**config.mk**
```make
export PLATFORM = sky130hd
export DESIGN_NAME = controller_mc
export DESIGN_NICKNAME = d
export VERILOG_FILES = /design/src/rtl/controller_mc.sv
export SDC_FILE = /design/constraint.sdc
export NUM_CORES = 1
export LEC_CHECK = 0
export ABC_AREA = 1
export ABC_CLOCK_PERIOD_IN_PS = 2100
export BUFFER_PORTS_ARGS = -buffer_cell sky130_fd_sc_hd__buf_4
export CORE_UTILIZATION = 50
export CTS_CLUSTER_DIAMETER = 50
export DETAILED_ROUTE_END_ITERATION = 16
export GPL_TIMING_DRIVEN = 0
export PLACE_DENSITY_LB_ADDON = 0.12
export SETUP_SLACK_MARGIN = 0.2
export SYNTH_ARGS = -nofsm -noshare
export SYNTH_HDL_FRONTEND = slang
export SYNTH_SLANG_ARGS = --single-unit
export TNS_END_PERCENT = 5
```
**constraint.sdc**
```tcl
create_clock -name clk -period 2.1 [get_ports clk]
set_input_delay 0.105 -clock clk [delete_from_list [all_inputs] [get_ports clk]]
set_output_delay 0.105 -clock clk [all_outputs]
set_load 0.03 [all_outputs]
```
**src/rtl/controller_mc.sv**
```systemverilog
// rtl/controller_mc.sv - multicycle LEGv8 controller with memory watchdog, sticky fault and retire counter
//
// Purpose: sequences each instruction through FETCH, DECODE, EXEC, MEM and WB,
// handshaking with instruction and data memory, and drives the datapath
// control set as Moore outputs of the state and the latched opcode.
//
// Ports:
//   clk, reset             clock; asynchronous active-high reset
//   instr[10:0]            opcode field of the fetched word, valid with imem_ack
//   imem_ack, dmem_ack     memory acknowledges
//   imem_req, dmem_req     memory requests
//   ir_write, pc_write     IR / PC write enables
//   reg2loc .. branchTipe  datapath controls (single-cycle controller meanings)
//   AluControl[3:0]        ALU operation
//   fault                  sticky fault flag (illegal opcode or memory timeout)
//   retired[RET_W-1:0]     completed-instruction count, wraps

module controller_mc #(
    parameter int TIMEOUT = 16,
    parameter int RET_W   = 32
) (
    input  logic             clk,
    input  logic             reset,
    input  logic [10:0]      instr,
    input  logic             imem_ack,
    input  logic             dmem_ack,
    output logic             imem_req,
    output logic             dmem_req,
    output logic             ir_write,
    output logic             pc_write,
    output logic             reg2loc,
    output logic             regWrite,
    output logic             AluSrc,
    output logic             Branch,
    output logic             memtoReg,
    output logic             memRead,
    output logic             memWrite,
    output logic             branchTipe,
    output logic [3:0]       AluControl,
    output logic             fault,
    output logic [RET_W-1:0] retired
);

    localparam logic [2:0] S_FETCH  = 3'd0;
    localparam logic [2:0] S_DECODE = 3'd1;
    localparam logic [2:0] S_EXEC   = 3'd2;
    localparam logic [2:0] S_MEM    = 3'd3;
    localparam logic [2:0] S_WB     = 3'd4;
    localparam logic [2:0] S_FAULT  = 3'd5;

    // The watchdog only ever needs to reach TIMEOUT-1.
    localparam int              WD_W    = (TIMEOUT > 1) ? $clog2(TIMEOUT) : 1;
    localparam logic [WD_W-1:0] WD_LAST = (TIMEOUT > 0) ? WD_W'(TIMEOUT - 1) : '0;

    logic [2:0]       state_q, state_d;
    logic [10:0]      op_q;
    logic [WD_W-1:0]  wd_q, wd_d;
    logic [RET_W-1:0] ret_q;

    logic is_ldur, is_stur, is_cb, is_rtype, is_legal, expire;
    logic [3:0] alu_op;

    assign is_ldur  = (op_q == 11'b11111000010);
    assign is_stur  = (op_q == 11'b11111000000);
    // CBZ and CBNZ differ only in op[3]; op[2:0] are don't-care.
    assign is_cb    = (op_q[10:4] == 7'b1011010);
    assign is_rtype = (op_q == 11'b10001011000) || (op_q == 11'b11001011000) ||
                      (op_q == 11'b10001010000) || (op_q == 11'b10101010000);
    assign is_legal = is_ldur || is_stur || is_cb || is_rtype;

    always_comb begin
        alu_op = 4'b0010;
        if (op_q == 11'b10001010000)      alu_op = 4'b0000;
        else if (op_q == 11'b10101010000) alu_op = 4'b0001;
        else if (op_q == 11'b11001011000) alu_op = 4'b0110;
        else if (is_cb)                   alu_op = 4'b0111;
    end

    // Only meaningful in a wait cycle (FETCH or MEM without ack).
    assign expire = (TIMEOUT > 0) && (wd_q == WD_LAST);

    always_comb begin
        state_d    = state_q;
        wd_d       = '0;
        imem_req   = 1'b0;
        dmem_req   = 1'b0;
        ir_write   = 1'b0;
        pc_write   = 1'b0;
        reg2loc    = 1'b0;
        regWrite   = 1'b0;
        AluSrc     = 1'b0;
        Branch     = 1'b0;
        memtoReg   = 1'b0;
        memRead    = 1'b0;
        memWrite   = 1'b0;
        branchTipe = 1'b0;
        AluControl = 4'b0000;
        fault      = 1'b0;
        case (state_q)
            S_FETCH: begin
                // Reset parks the machine in FETCH; the request stays masked until release.
                imem_req = !reset;
                ir_write = !reset && imem_ack;
                if (imem_ack) begin
                    state_d = S_DECODE;
                end else begin
                    wd_d = wd_q + WD_W'(1);
                    if (expire) state_d = S_FAULT;
                end
            end
            S_DECODE: begin
                reg2loc = is_stur || is_cb;
                state_d = is_legal ? S_EXEC : S_FAULT;
            end
            S_EXEC: begin
                AluControl = alu_op;
                reg2loc    = is_stur || is_cb;
                AluSrc     = is_ldur || is_stur;
                if (is_cb) begin
                    Branch     = 1'b1;
                    branchTipe = op_q[3];
                    pc_write   = 1'b1;
                    state_d    = S_FETCH;
                end else if (is_ldur || is_stur) begin
                    state_d = S_MEM;
                end else begin
                    state_d = S_WB;
                end
            end
            S_MEM: begin
                dmem_req   = 1'b1;
                AluSrc     = 1'b1;
                AluControl = alu_op;
                memRead    = is_ldur;
                memWrite   = is_stur;
                if (dmem_ack) begin
                    if (is_ldur) begin
                        state_d = S_WB;
                    end else begin
                        pc_write = 1'b1;
                        state_d  = S_FETCH;
                    end
                end else begin
                    wd_d = wd_q + WD_W'(1);
                    if (expire) state_d = S_FAULT;
                end
            end
            S_WB: begin
                regWrite = 1'b1;
                memtoReg = is_ldur;
                pc_write = 1'b1;
                state_d  = S_FETCH;
            end
            S_FAULT: begin
                fault = 1'b1;
            end
            default: begin
                state_d = S_FAULT;
            end
        endcase
    end

    always_ff @(posedge clk or posedge reset) begin
        if (reset) begin
            state_q <= S_FETCH;
            op_q    <= '0;
            wd_q    <= '0;
            ret_q   <= '0;
        end else begin
            state_q <= state_d;
            wd_q    <= wd_d;
            if (ir_write) op_q  <= instr;
            if (pc_write) ret_q <= ret_q + RET_W'(1);
        end
    end

    assign retired = ret_q;

endmodule

```
Yosys cells after proc, flatten, opt, wreduce, memory -nomap -nowiden
Cells that the tools add are included.

word-level totals
  flip-flop bits (word level) = 50
  output and inout bits = 49
  word-level logic and storage cells = 64
  input port bits = 15

operators by class
  add/sub/neg operators = 2
  equality and inequality tests = 13
  reductions and logical operators = 12
  multiplexer cells = 33

operator list
  operator                                              number
  equality test 11 bit (second input constant)          6
  adder 32 x 1 -> 32 bit (second input constant)        1
  2-to-1 mux 3 bit                                      10
  case mux 3 bit (6 select lines)                       1
  2-to-1 mux 4 bit                                      4
  2-to-1 mux 1 bit                                      15
  case mux 4 bit (2 select lines)                       1
  equality test 7 bit (second input constant)           1
  logical OR 1 bit                                      7
  equality test 3 x 2 -> 1 bit (second input constant)  2
  equality test 3 bit (second input constant)           2
  adder 4 x 1 -> 4 bit (second input constant)          1
  equality test 4 bit (second input constant)           1
  OR reduction 2 bit                                    2
  equality test 3 x 1 -> 1 bit (second input constant)  1
  logical NOT 3 bit                                     1
  case mux 1 bit (3 select lines)                       1
  case mux 1 bit (2 select lines)                       1
  logical AND 1 bit                                     1
  logical NOT 1 bit                                     1

Longest topological paths before layout
Gate-level depths: netlist of run 1.

  depth after elaboration = 7
  gate-level depth with buffers = 11
  mapped depth without buffers = 10

Worst setup path before layout of run 1
No wires, ideal clock.

  kind = register -> register
  start = register state_q[0]
  end = register op_q[7]
  setup time = 0.126 ns
  arrival = 1.647 ns
  path buffers = 1
  stages on the path, launching flop included = 8
  period minus slack after synthesis = 1.774 ns
  data required time = 1.974 ns
  path slack = 0.326 ns
  cell sequence = dfrtp_1 -> nor2_2 -> nand2_1 -> nor2_1 -> nand2_1 -> inv_1 -> buf_4 -> o21ai_0

on the way
  word-level cells in the longest chain between the ends = 2

RTL lines
  element                   line  text
  start: declaration        55    logic [2:0] state_q, state_d;
  start signal: assignment  170   state_q <= state_d;
  logical NOT 3 bit         99    case (state_q)
  2-to-1 mux 1 bit          99
  net ir_write              29    output logic ir_write,
  end signal: assignment    172   if (ir_write) op_q <= instr;
  end: declaration          56    logic [10:0] op_q;

The timed path passes the listed nets, and every way through them passes these cells.
A chain may end at the register's enable or synchronous reset.

Worst setup path after layout of run 1
  start = register ret_q[0] (netlist: retired[0])
  end = register ret_q[30] (netlist: retired[30])

on the way
  word-level cells in the longest chain between the ends = 1

RTL lines
  element                   line  text
  start: declaration        58    logic [RET_W-1:0] ret_q;
  start signal: assignment  173   if (pc_write) ret_q <= ret_q + RET_W'(1);
  adder 32 x 1 -> 32 bit    173

Every way passes these cells.

==> flow_metrics.py, run 1 <==
metrics = {
    "outcome": {
        "outcome": "finished with violations",
        "violations": "DRC",
    },
    "global_route": {
        "grt_pass1_vias": 3339,
        "grt_max_degree": 33,
        "grt_usage": 0.270,
        "overflow": 0,
        "antenna_found_initial": 0,
        "grt_pass1_wl_um": 15200,
    },
    "yosys": {
        "ys_seq_area_frac": 0.364,
        "syn-num-nets": 530,
        "yosysWarnings": 0,
        "synth.distinct_cells": 26,
        "syn_inst": 513,
        "synth_edf_count": 0,
        "ys_ff_latch": 50,
        "synth_area_sq_um": 3430,
        "synthFlopType": "dfrtp_1",
        "async_flop_share": 1.00,
        "syn_area_per_cell_sq_um": 6.69,
    },
    "critical_path": {
        "cpMaxStageDelayCell": "dfrtp_1",
        "worst_path_largest_cell_delay_ns": 0.46,
        "cp-startpoint": "retired[0]",
        "crit_end": "retired[30]",
        "cpMostUsedCell": "nand2_1",
        "r2r_slack_ns": 0.21,
        "endpoint_kind": "register",
        "crit_path_start_kind": "register",
        "r2r_end": "retired[30]",
        "path_class": "register to register",
        "crit_cells": 10,
        "path_delay_family": "simple AND/OR/NAND/NOR gates",
        "critical_path_buf_inv_count": 1,
        "path_cells": "ha_1 -> inv_1 -> nor2_4 -> nand2_2 -> nor2_1 -> nand2_1 -> nand2_1 -> nand2_1 -> nand2_1 -> nand2_1",
        "r2r-start": "retired[0]",
        "critPathRequiredTime_ns": 2.30,
        "reg2reg_depth": 10,
        "crit_arrival_ns": 2.09,
        "worstPathMaxFanout": 6,
    },
    "clocking": {
        "clock_path_buffers": 2,
        "cts_made_buffers": 5,
        "ctsHtreeMaxLevel": 2,
        "insertion_delay_ns": 0.31,
        "clkSlewWorstSetupHoldPaths_ns": 0.10,
        "clock_sinks": 50,
        "cts-root-buf": "clkbuf_8",
        "cts_tree": "yes",
    },
    "sta": {
        "fin_crit_sh": 0.899,
        "hold_violations": 0,
        "setup_viol": 0,
        "setup_tns_ns": 0,
        "slew_violations": 0,
        "fin_skew_ns": 0.00870,
        "fmax_mhz": 530,
        "rsz0062_at_grt": "yes",
        "period_needed_ns": 1.89,
    },
    "floorplan": {
        "fp.dieArea_sq_um": 7200,
        "die_h_um": 84.9,
        "rows": 29,
        "initial_core_util": 0.529,
        "fp.dieW_um": 84.9,
        "coreArea_sq_um": 6490,
        "io_pins": 64,
    },
    "flow_run": {
        "cap_viol_max_count": 0,
    },
    "power_and_ir_drop": {
        "p_leak_nw": 2.14,
        "powerDensity_nw_per_um2": 390,
        "peakVddDrop_uv": 287,
    },
    "final_layout": {
        "diodes": 0,
        "n_fill_cell": 635,
        "fin_nets": 607,
        "area_growth_pct": 22.1,
        "final_layout_size_suffix_gt1_frac": 0.236,
        "final_util": 0.645,
    },
    "drt": {
        "vias": 3395,
        "drt_iter0_drc": 192,
        "drc": 3,
        "wl_um": 8910,
        "dr.pass1.iters": 10,
        "routed_via_density": 5.09,
        "wl_per_cell_um": 13.4,
        "final_antenna_net_count": 0,
    },
    "min_path": {
        "hold_class": "primary input to register",
    },
    "placed_design": {
        "detailed_place_hpwl_um": 6750,
        "portBuffers": 62,
        "gp_congestion": 0.913,
    },
}
[what timing repair did]
item | CTS | global route
buffers inserted | 0 | 2
endpoints found under the hold margin | 22 | 0
endpoints found under the setup margin | 2 | 10
gates resized for setup | 3 | 5
hold buffers | 5 | 0
pin swaps | 0 | 2
[through the flow]
step	setup WS (ns)	power [mW]	hold WS, ns	std cells	instance area (sq um)
after floorplan	0.326	1.03	0.215	513	3430
after global placement	0.0504	1.07	0.298	652	4000
after detailed placement	0.272	1.07	0.160	653	4020
after CTS	0.198	1.65	0.00193	665	4160
after global routing	0.133	1.69	0.0217	667	4190
final	0.212	1.64	0.00122	667	4190
[where the power goes]
part	total (mW)	switching, mW	internal (mW)
registers	0.980	0.00728	0.973
clock network	0.576	0.348	0.229
logic	0.0795	0.0449	0.0346
[placed cells by master, fill, tap and decap left out]
cell type	synthesis	routed
buf_4	6	69
xor2_1	9	9
nor2_4	4	4
nor2_2	2	5
inv_2	2	3
nand3b_1	3	3
dfrtp_1	50	49
buf_12	3	4
o21ai_0	15	15
nor4_1	1	1
clkbuf_8	0	5
o21a_1	2	2
nand3_1	57	55
nand4_1	1	1
nor2_1	71	68
a21oi_1	3	3
ha_1	2	2
nor3_1	5	5
nand2_4	0	1
nand2_8	1	1
o21bai_1	1	1
dlygate4sd3_1	0	5
nand3_2	0	2
xnor2_1	6	6
conb_1	1	1
buf_2	3	3
buf_6	0	1
inv_4	1	1
nand2_2	38	37
nand2_1	175	175
dfrtp_2	0	1
clkinvlp_4	0	2
inv_1	51	50
[cell type report]
type	count	area, sq um	area share
clock inverter	2	15.0	0.00358
sequential	50	1250	0.299
buffer	12	120	0.0287
tap	77	96.3	0.0230
multi-input combinational	397	1880	0.448
timing repair buffer	70	554	0.132
inverter	54	205	0.0490
clock buffer	5	68.8	0.0164
[sequential cells by signal (all words and copies together), names as in the netlist]
register / flops
op_q: 11
retired: 32
state_q: 3
wd_q: 4
[metal layers]
metal	up-vias	global-route usage	routed length, um
met5	-	0	0
met4	0	0.111	261
met3	23	0.0418	336
met2	82	0.472	4460
met1	1561	0.335	3850
li1	1729	-	-
[worst min-delay path, delay by kind of cell]
family / cells / cell delay, ns
AO/OA/AOI/OAI: 1 / 0.06
AND/OR/NAND/NOR: 1 / 0.04
buffers and inverters: 1 / 0.08
[worst min path at each step]
| stage | start | to | slack (ns) | cells past startpoint |
|---|---|---|---|---|
| floorplan | instr[10] | op_q[10] | 0.21 | 2 |
| global placement | instr[10] | op_q[10] | 0.30 | 3 |
| detailed placement | reset | op_q[1] | 0.16 | 2 |
| CTS | instr[5] | op_q[5] | 0.002 | 3 |
| global route | instr[5] | op_q[5] | 0.02 | 3 |
| finish | instr[5] | op_q[5] | 0.001 | 3 |
[cells in the mapped netlist, types with 4 or more instances]
| cell type | n | area, sq um |
|---|---|---|
| nor2_1 | 71 | 267 |
| nand2_2 | 38 | 238 |
| nor2_4 | 4 | 45.0 |
| o21ai_0 | 15 | 75.1 |
| dfrtp_1 | 50 | 1250 |
| xor2_1 | 9 | 78.8 |
| xnor2_1 | 6 | 52.6 |
| inv_1 | 51 | 191 |
| buf_4 | 6 | 45.0 |
| nand2_1 | 175 | 657 |
| nor3_1 | 5 | 25.0 |
| nand3_1 | 57 | 285 |
[logic make-up after synthesis]
group	count (synthesis)	synth area share
DFF	50	0.364
AOI/OAI and AO/OA	21	0.0328
other	1	0.00109
buffers and inverters	66	0.0948
xor gates and xnor gates	15	0.0383
adders and majority gates	2	0.00729
and+or+nand+nor	358	0.461
Note: power is estimated with default switching activity, not from simulation.
==> run 2, diff against run 1 <==
==> constraint.sdc (replaced) <==
create_clock -name clk -period 2.1 [get_ports clk]
set_input_delay 0.105 -clock clk [delete_from_list [all_inputs] [get_ports clk]]
set_output_delay 0.105 -clock clk [all_outputs]
set_load 0.02 [all_outputs]
==> run 2 against run 1 <==
The run still ends with DRC left. Clock power about the same. Sequential power about the same. Count of clock-buffer cells in the layout is the same. Non-clock buffer count unchanged. Fmax rose by 0.31%. Critical path depth did not move. Utilization fell by 0.058 points. Clock skew increased by 0.0033 ns. Critical endpoint unchanged. Largest power group unchanged.
==> flow_metrics.py, run 2 (synthesis results as in run 1) <==
metrics = {
    "power_and_ir_drop": {
        "p_leak_nw": 2.14,
        "peakVddDrop_uv": 284,
        "powerDensity_nw_per_um2": 391,
    },
    "drt": {
        "vias": 3401,
        "wl_per_cell_um": 13.4,
        "routed_via_density": 5.10,
        "final_antenna_net_count": 0,
        "wl_um": 8950,
        "drc": 3,
        "drt_iter0_drc": 195,
        "dr.pass1.iters": 10,
    },
    "flow_run": {
        "cap_viol_max_count": 0,
    },
    "global_route": {
        "grt_max_degree": 33,
        "antenna_found_initial": 0,
        "grt_pass1_vias": 3339,
        "overflow": 0,
        "grt_pass1_wl_um": 15200,
        "grt_usage": 0.270,
    },
    "sta": {
        "setup_tns_ns": 0,
        "setup_viol": 0,
        "period_needed_ns": 1.88,
        "fin_crit_sh": 0.896,
        "fin_skew_ns": 0.0120,
        "hold_violations": 0,
        "rsz0062_at_grt": "yes",
        "slew_violations": 0,
        "fmax_mhz": 531,
        "layout_setup_ws_ns": 0.218,
        "timing.hold.ws_ns": 0.000401,
    },
    "clocking": {
        "clock_path_buffers": 2,
        "cts_made_buffers": 5,
        "cts-root-buf": "clkbuf_8",
        "insertion_delay_ns": 0.31,
        "clkSlewWorstSetupHoldPaths_ns": 0.09,
        "ctsHtreeMaxLevel": 2,
        "cts_tree": "yes",
        "clock_sinks": 50,
    },
    "min_path": {
        "hold_class": "primary input to register",
    },
    "outcome": {
        "violations": "DRC",
        "outcome": "finished with violations",
    },
    "critical_path": {
        "cpMostUsedCell": "nand2_1",
        "critPathRequiredTime_ns": 2.30,
        "path_delay_family": "simple AND/OR/NAND/NOR gates",
        "worstPathMaxFanout": 6,
        "critical_path_buf_inv_count": 1,
        "path_cells": "ha_1 -> inv_1 -> nor2_4 -> nand2_2 -> nor2_1 -> nand2_1 -> nand2_1 -> nand2_1 -> nand2_1 -> nand2_1",
        "cpMaxStageDelayCell": "dfrtp_1",
        "endpoint_kind": "register",
        "path_class": "register to register",
        "crit_path_start_kind": "register",
        "worst_path_largest_cell_delay_ns": 0.46,
        "crit_arrival_ns": 2.09,
    },
    "final_layout": {
        "seq_area_sq_um": 1250,
        "diodes": 0,
        "final_layout_size_suffix_gt1_frac": 0.236,
        "largest_reg_flops": 32,
        "final_cell_mix": "nand2_1, buf_4, nor2_1",
        "final_common_cell": "nand2_1",
        "fin_nets": 607,
        "multiInputGateArea_sq_um": 1880,
        "n_fill_cell": 636,
        "area_growth_pct": 22.0,
    },
    "floorplan": {
        "initial_core_util": 0.529,
        "rows": 29,
        "die_h_um": 84.9,
        "fp.dieArea_sq_um": 7200,
        "coreArea_sq_um": 6490,
        "fp.dieW_um": 84.9,
        "io_pins": 64,
    },
    "placed_design": {
        "gp_congestion": 0.913,
        "detailed_place_hpwl_um": 6750,
        "pre_cts_ws_ns": 0.272,
        "portBuffers": 62,
    },
}
## run 2: cell counts in the layout (fill, tap and decap cells not counted)
Identical to the previous run, type by type.
## run 2: final timing paths
check / cells past startpoint / slack, ns / end / startpoint
worst max-delay path: 10 / 0.22 / retired[30] / retired[0]
worst min-delay path: 3 / 0.0004 / op_q[5] / instr[5]
worst max register to register: 10 / 0.22 / retired[30] / retired[0]
worst min register to register: 1 / 0.48 / wd_q[0] / wd_q[0]
max in group asynchronous: 4 / 1.19 / state_q[0] / reset
min in group asynchronous: 3 / 0.37 / op_q[3] / reset
## run 2: cell type report
type | instances | area share
clock buffer | 5 | 0.0164
sequential | 50 | 0.299
multi-input combinational | 397 | 0.449
timing repair buffer | 70 | 0.131
buffer | 12 | 0.0287
inverter | 54 | 0.0490
clock inverter | 2 | 0.00359
tap | 77 | 0.0230
## run 2: through the flow
step / instances / area [sq um] / util / total power [mW]
6_report: 667 / 4190 / 0.645 / 1.64
4_1_cts: 665 / 4160 / 0.640 / 1.65
3_5_place_dp: 653 / 4020 / 0.618 / 1.07
3_3_place_gp: 652 / 4000 / 0.615 / 1.06
2_1_floorplan: 513 / 3430 / - / 1.03
5_1_grt: 667 / 4190 / 0.645 / 1.69
## run 2: tightest hold or removal path, stage by stage
cell and delay [ns]:
buf_4 0.08, nand2_1 0.04, o21ai_0 0.06
## run 2: layer usage
metal / global-route usage / share of wire / vias to the layer above
li1: - / - / 1730
met1: 0.335 / 0.43 / 1560
met2: 0.472 / 0.50 / 88
met3: 0.0418 / 0.044 / 23
met4: 0.111 / 0.029 / 0
met5: 0 / 0 / -
## run 2: report_power, final
group	internal (mW)	switching [mW]	leakage, nW
clock	0.229	0.349	0.0362
sequential	0.973	0.00728	0.652
combinational	0.0346	0.0441	1.45
total	1.24	0.400	2.14
## run 2: repair_timing
item / 4_1_cts / 5_1_grt
gates resized for setup: 2 / 5
hold buffers: 5 / 0
hold endpoints to repair: 22 / 0
pin swaps: 0 / 2
endpoints found under the setup margin: 1 / 9
buffers inserted: 0 / 2
==> run 3, diff against run 2 <==
Settings changed: ABC_AREA 1 to not set.
==> run 3 against run 2 <==
The run ends with setup timing left. Total power up 5.4%. Utilization up 5.0 points. Flip-flop and latch count unchanged. Worst hold slack better by 0.027 ns. Critical path type is now register to output pin.
==> flow_metrics.py, run 3 <==
metrics = {
    "outcome": {
        "outcome": "finished with violations",
        "violations": "setup timing",
    },
    "yosys": {
        "syn-num-nets": 264,
        "synth_area_sq_um": 2640,
        "ys_top_cells_by_count": "dfrtp_1, xor2_1, nand2_1",
        "ys_top_cells_by_area": "dfrtp_1, xor2_1, mux2_2, xnor2_1, nand2_1",
        "async_flop_share": 1.00,
        "syn_inst": 247,
        "synth_most_common_cell": "dfrtp_1",
        "synth_edf_count": 0,
        "synth.distinct_cells": 51,
        "syn_area_per_cell_sq_um": 10.7,
        "synth_top_area_frac": 0.474,
        "yosysWarnings": 0,
        "ys_ff_latch": 50,
        "ys_seq_area_frac": 0.474,
        "synth_top_area_cell": "dfrtp_1",
        "synthFlopType": "dfrtp_1",
    },
    "clocking": {
        "cts-root-buf": "clkbuf_8",
        "clock_sinks": 50,
        "cts_tree": "yes",
        "clock_path_buffers": 2,
        "ctsHtreeMaxLevel": 2,
        "cts_made_buffers": 5,
        "insertion_delay_ns": 0.30,
        "clkSlewWorstSetupHoldPaths_ns": 0.09,
    },
    "floorplan": {
        "die_h_um": 74.7,
        "fp.dieW_um": 74.7,
        "coreArea_sq_um": 5110,
        "initial_core_util": 0.517,
        "io_pins": 64,
        "fp.dieArea_sq_um": 5570,
        "rows": 26,
    },
    "placed_design": {
        "portBuffers": 62,
        "gp_congestion": 0.814,
        "pre_cts_ws_ns": -0.151,
        "detailed_place_hpwl_um": 4070,
        "dp_cells": 380,
    },
    "power_and_ir_drop": {
        "power_switching_mw": 0.361,
        "peakVddDrop_uv": 390,
        "p_leak_nw": 1.87,
        "comb_power_share": 0.043,
        "p_int_mw": 1.36,
        "powerDensity_nw_per_um2": 486,
        "seqPwrFrac": 0.568,
        "switching_share": 0.209,
        "clock_power_share": 0.389,
    },
    "sta": {
        "setup_viol": 3,
        "hold_violations": 0,
        "timing.hold.ws_ns": 0.0271,
        "slew_violations": 0,
        "layout_setup_ws_ns": -0.117,
        "period_needed_ns": 2.22,
        "rsz0062_at_grt": "yes",
        "fin_crit_sh": 1.06,
        "fin_skew_ns": 0.0137,
        "fmax_mhz": 451,
        "setup_tns_ns": -0.183,
    },
    "flow_run": {
        "cap_viol_max_count": 0,
    },
    "final_layout": {
        "seq_area_sq_um": 1250,
        "area_growth_pct": 34.4,
        "fin_nets": 339,
        "multiInputGateArea_sq_um": 1440,
        "largest_reg_flops": 32,
        "final_cell_mix": "buf_4, dfrtp_1, xor2_1",
        "diodes": 0,
        "final_util": 0.695,
        "instances_no_fill": 393,
        "final_common_cell": "buf_4",
        "final_layout_size_suffix_gt1_frac": 0.387,
        "n_fill_cell": 406,
    },
    "critical_path": {
        "endpoint_kind": "output pin",
        "crit_arrival_ns": 2.11,
        "critPathRequiredTime_ns": 2.00,
        "crit_path_start_kind": "register",
        "r2r_slack_ns": -0.04,
        "worstPathMaxFanout": 3,
        "path_class": "register to output pin",
    },
    "drt": {
        "dr.pass1.iters": 4,
        "drt_iter0_drc": 103,
        "routed_via_density": 5.45,
        "final_antenna_net_count": 0,
        "drc": 0,
        "wl_per_cell_um": 15.0,
        "vias": 2141,
        "wl_um": 5880,
    },
    "global_route": {
        "grt_usage": 0.223,
        "grt_pass1_wl_um": 9420,
        "grt_max_degree": 41,
        "overflow": 0,
        "antenna_found_initial": 0,
        "grt_pass1_vias": 1953,
    },
    "min_path": {
        "hold_class": "primary input to register",
    },
}
-- run 3: power by group through the flow --
stage	Clock (mW)	Sequential, mW	Combinational (mW)
2_1_floorplan	0	0.995	0.0339
3_3_place_gp	0	0.998	0.0629
3_5_place_dp	0	0.998	0.0688
4_1_cts	0.686	0.979	0.0747
5_1_grt	0.730	0.981	0.0807
6_report	0.671	0.979	0.0735
-- run 3: path summary, 6_finish.rpt --
check | startpoint | endpoint | cells past startpoint
max | op_q[2] | reg2loc | 4
min | instr[8] | op_q[8] | 2
max reg2reg | op_q[9] | retired[13] | 6
min reg2reg | wd_q[0] | wd_q[0] | 1
max in group asynchronous | reset | op_q[9] | 4
min in group asynchronous | reset | retired[26] | 3
-- run 3: layer usage --
metal | part of all wire | track usage
met5 | 0 | 0
met4 | 0 | 0.0440
met3 | 0.035 | 0.0402
met2 | 0.49 | 0.357
met1 | 0.47 | 0.321
-- run 3: stage by stage --
stage / power [mW] / area [sq um]
floorplan: 1.03 / 2670
global placement: 1.06 / 3220
detailed placement: 1.07 / 3240
CTS: 1.74 / 3520
global route: 1.79 / 3550
finish: 1.72 / 3550
-- run 3: area by class of cell --
type | count | area share
inverters | 11 | 0.0116
flip-flops and latches | 50 | 0.353
multi-input cells | 175 | 0.407
repair buffers | 68 | 0.151
well taps | 70 | 0.0247
clock inverters | 2 | 0.0106
clock buffers | 6 | 0.0205
plain buffers | 11 | 0.0219
-- run 3: cell families (layout without fill, tap and decap cells) --
| kind of cell | after synthesis | after routing | share of synthesized area |
|---|---|---|---|
| AO/OA/AOI/OAI | 17 | 17 | 0.0526 |
| XOR/XNOR | 34 | 34 | 0.116 |
| adder cells (fa/ha/maj) | 2 | 2 | 0.00948 |
| buffers and inverters | 22 | 98 | 0.0370 |
| flip-flops | 50 | 50 | 0.474 |
| multiplexers | 13 | 13 | 0.0550 |
| other | 1 | 1 | 0.00142 |
| AND/OR/NAND/NOR | 108 | 108 | 0.255 |
-- run 3: what timing repair did --
item / in CTS / in global routing
hold buffers: 1 / 0
setup buffers: 4 / 0
resized for setup: 24 / 8
hold endpoints to repair: 10 / 0
setup endpoints to repair: 57 / 46
pin swaps: 9 / 10
-- run 3: worst max-delay path, cell delays in order (launching register included) --
cell	delay [ns]
dfrtp_1	0.40
or4b_4	0.56
or3_4	0.37
a2111oi_4	0.30
buf_4	0.19
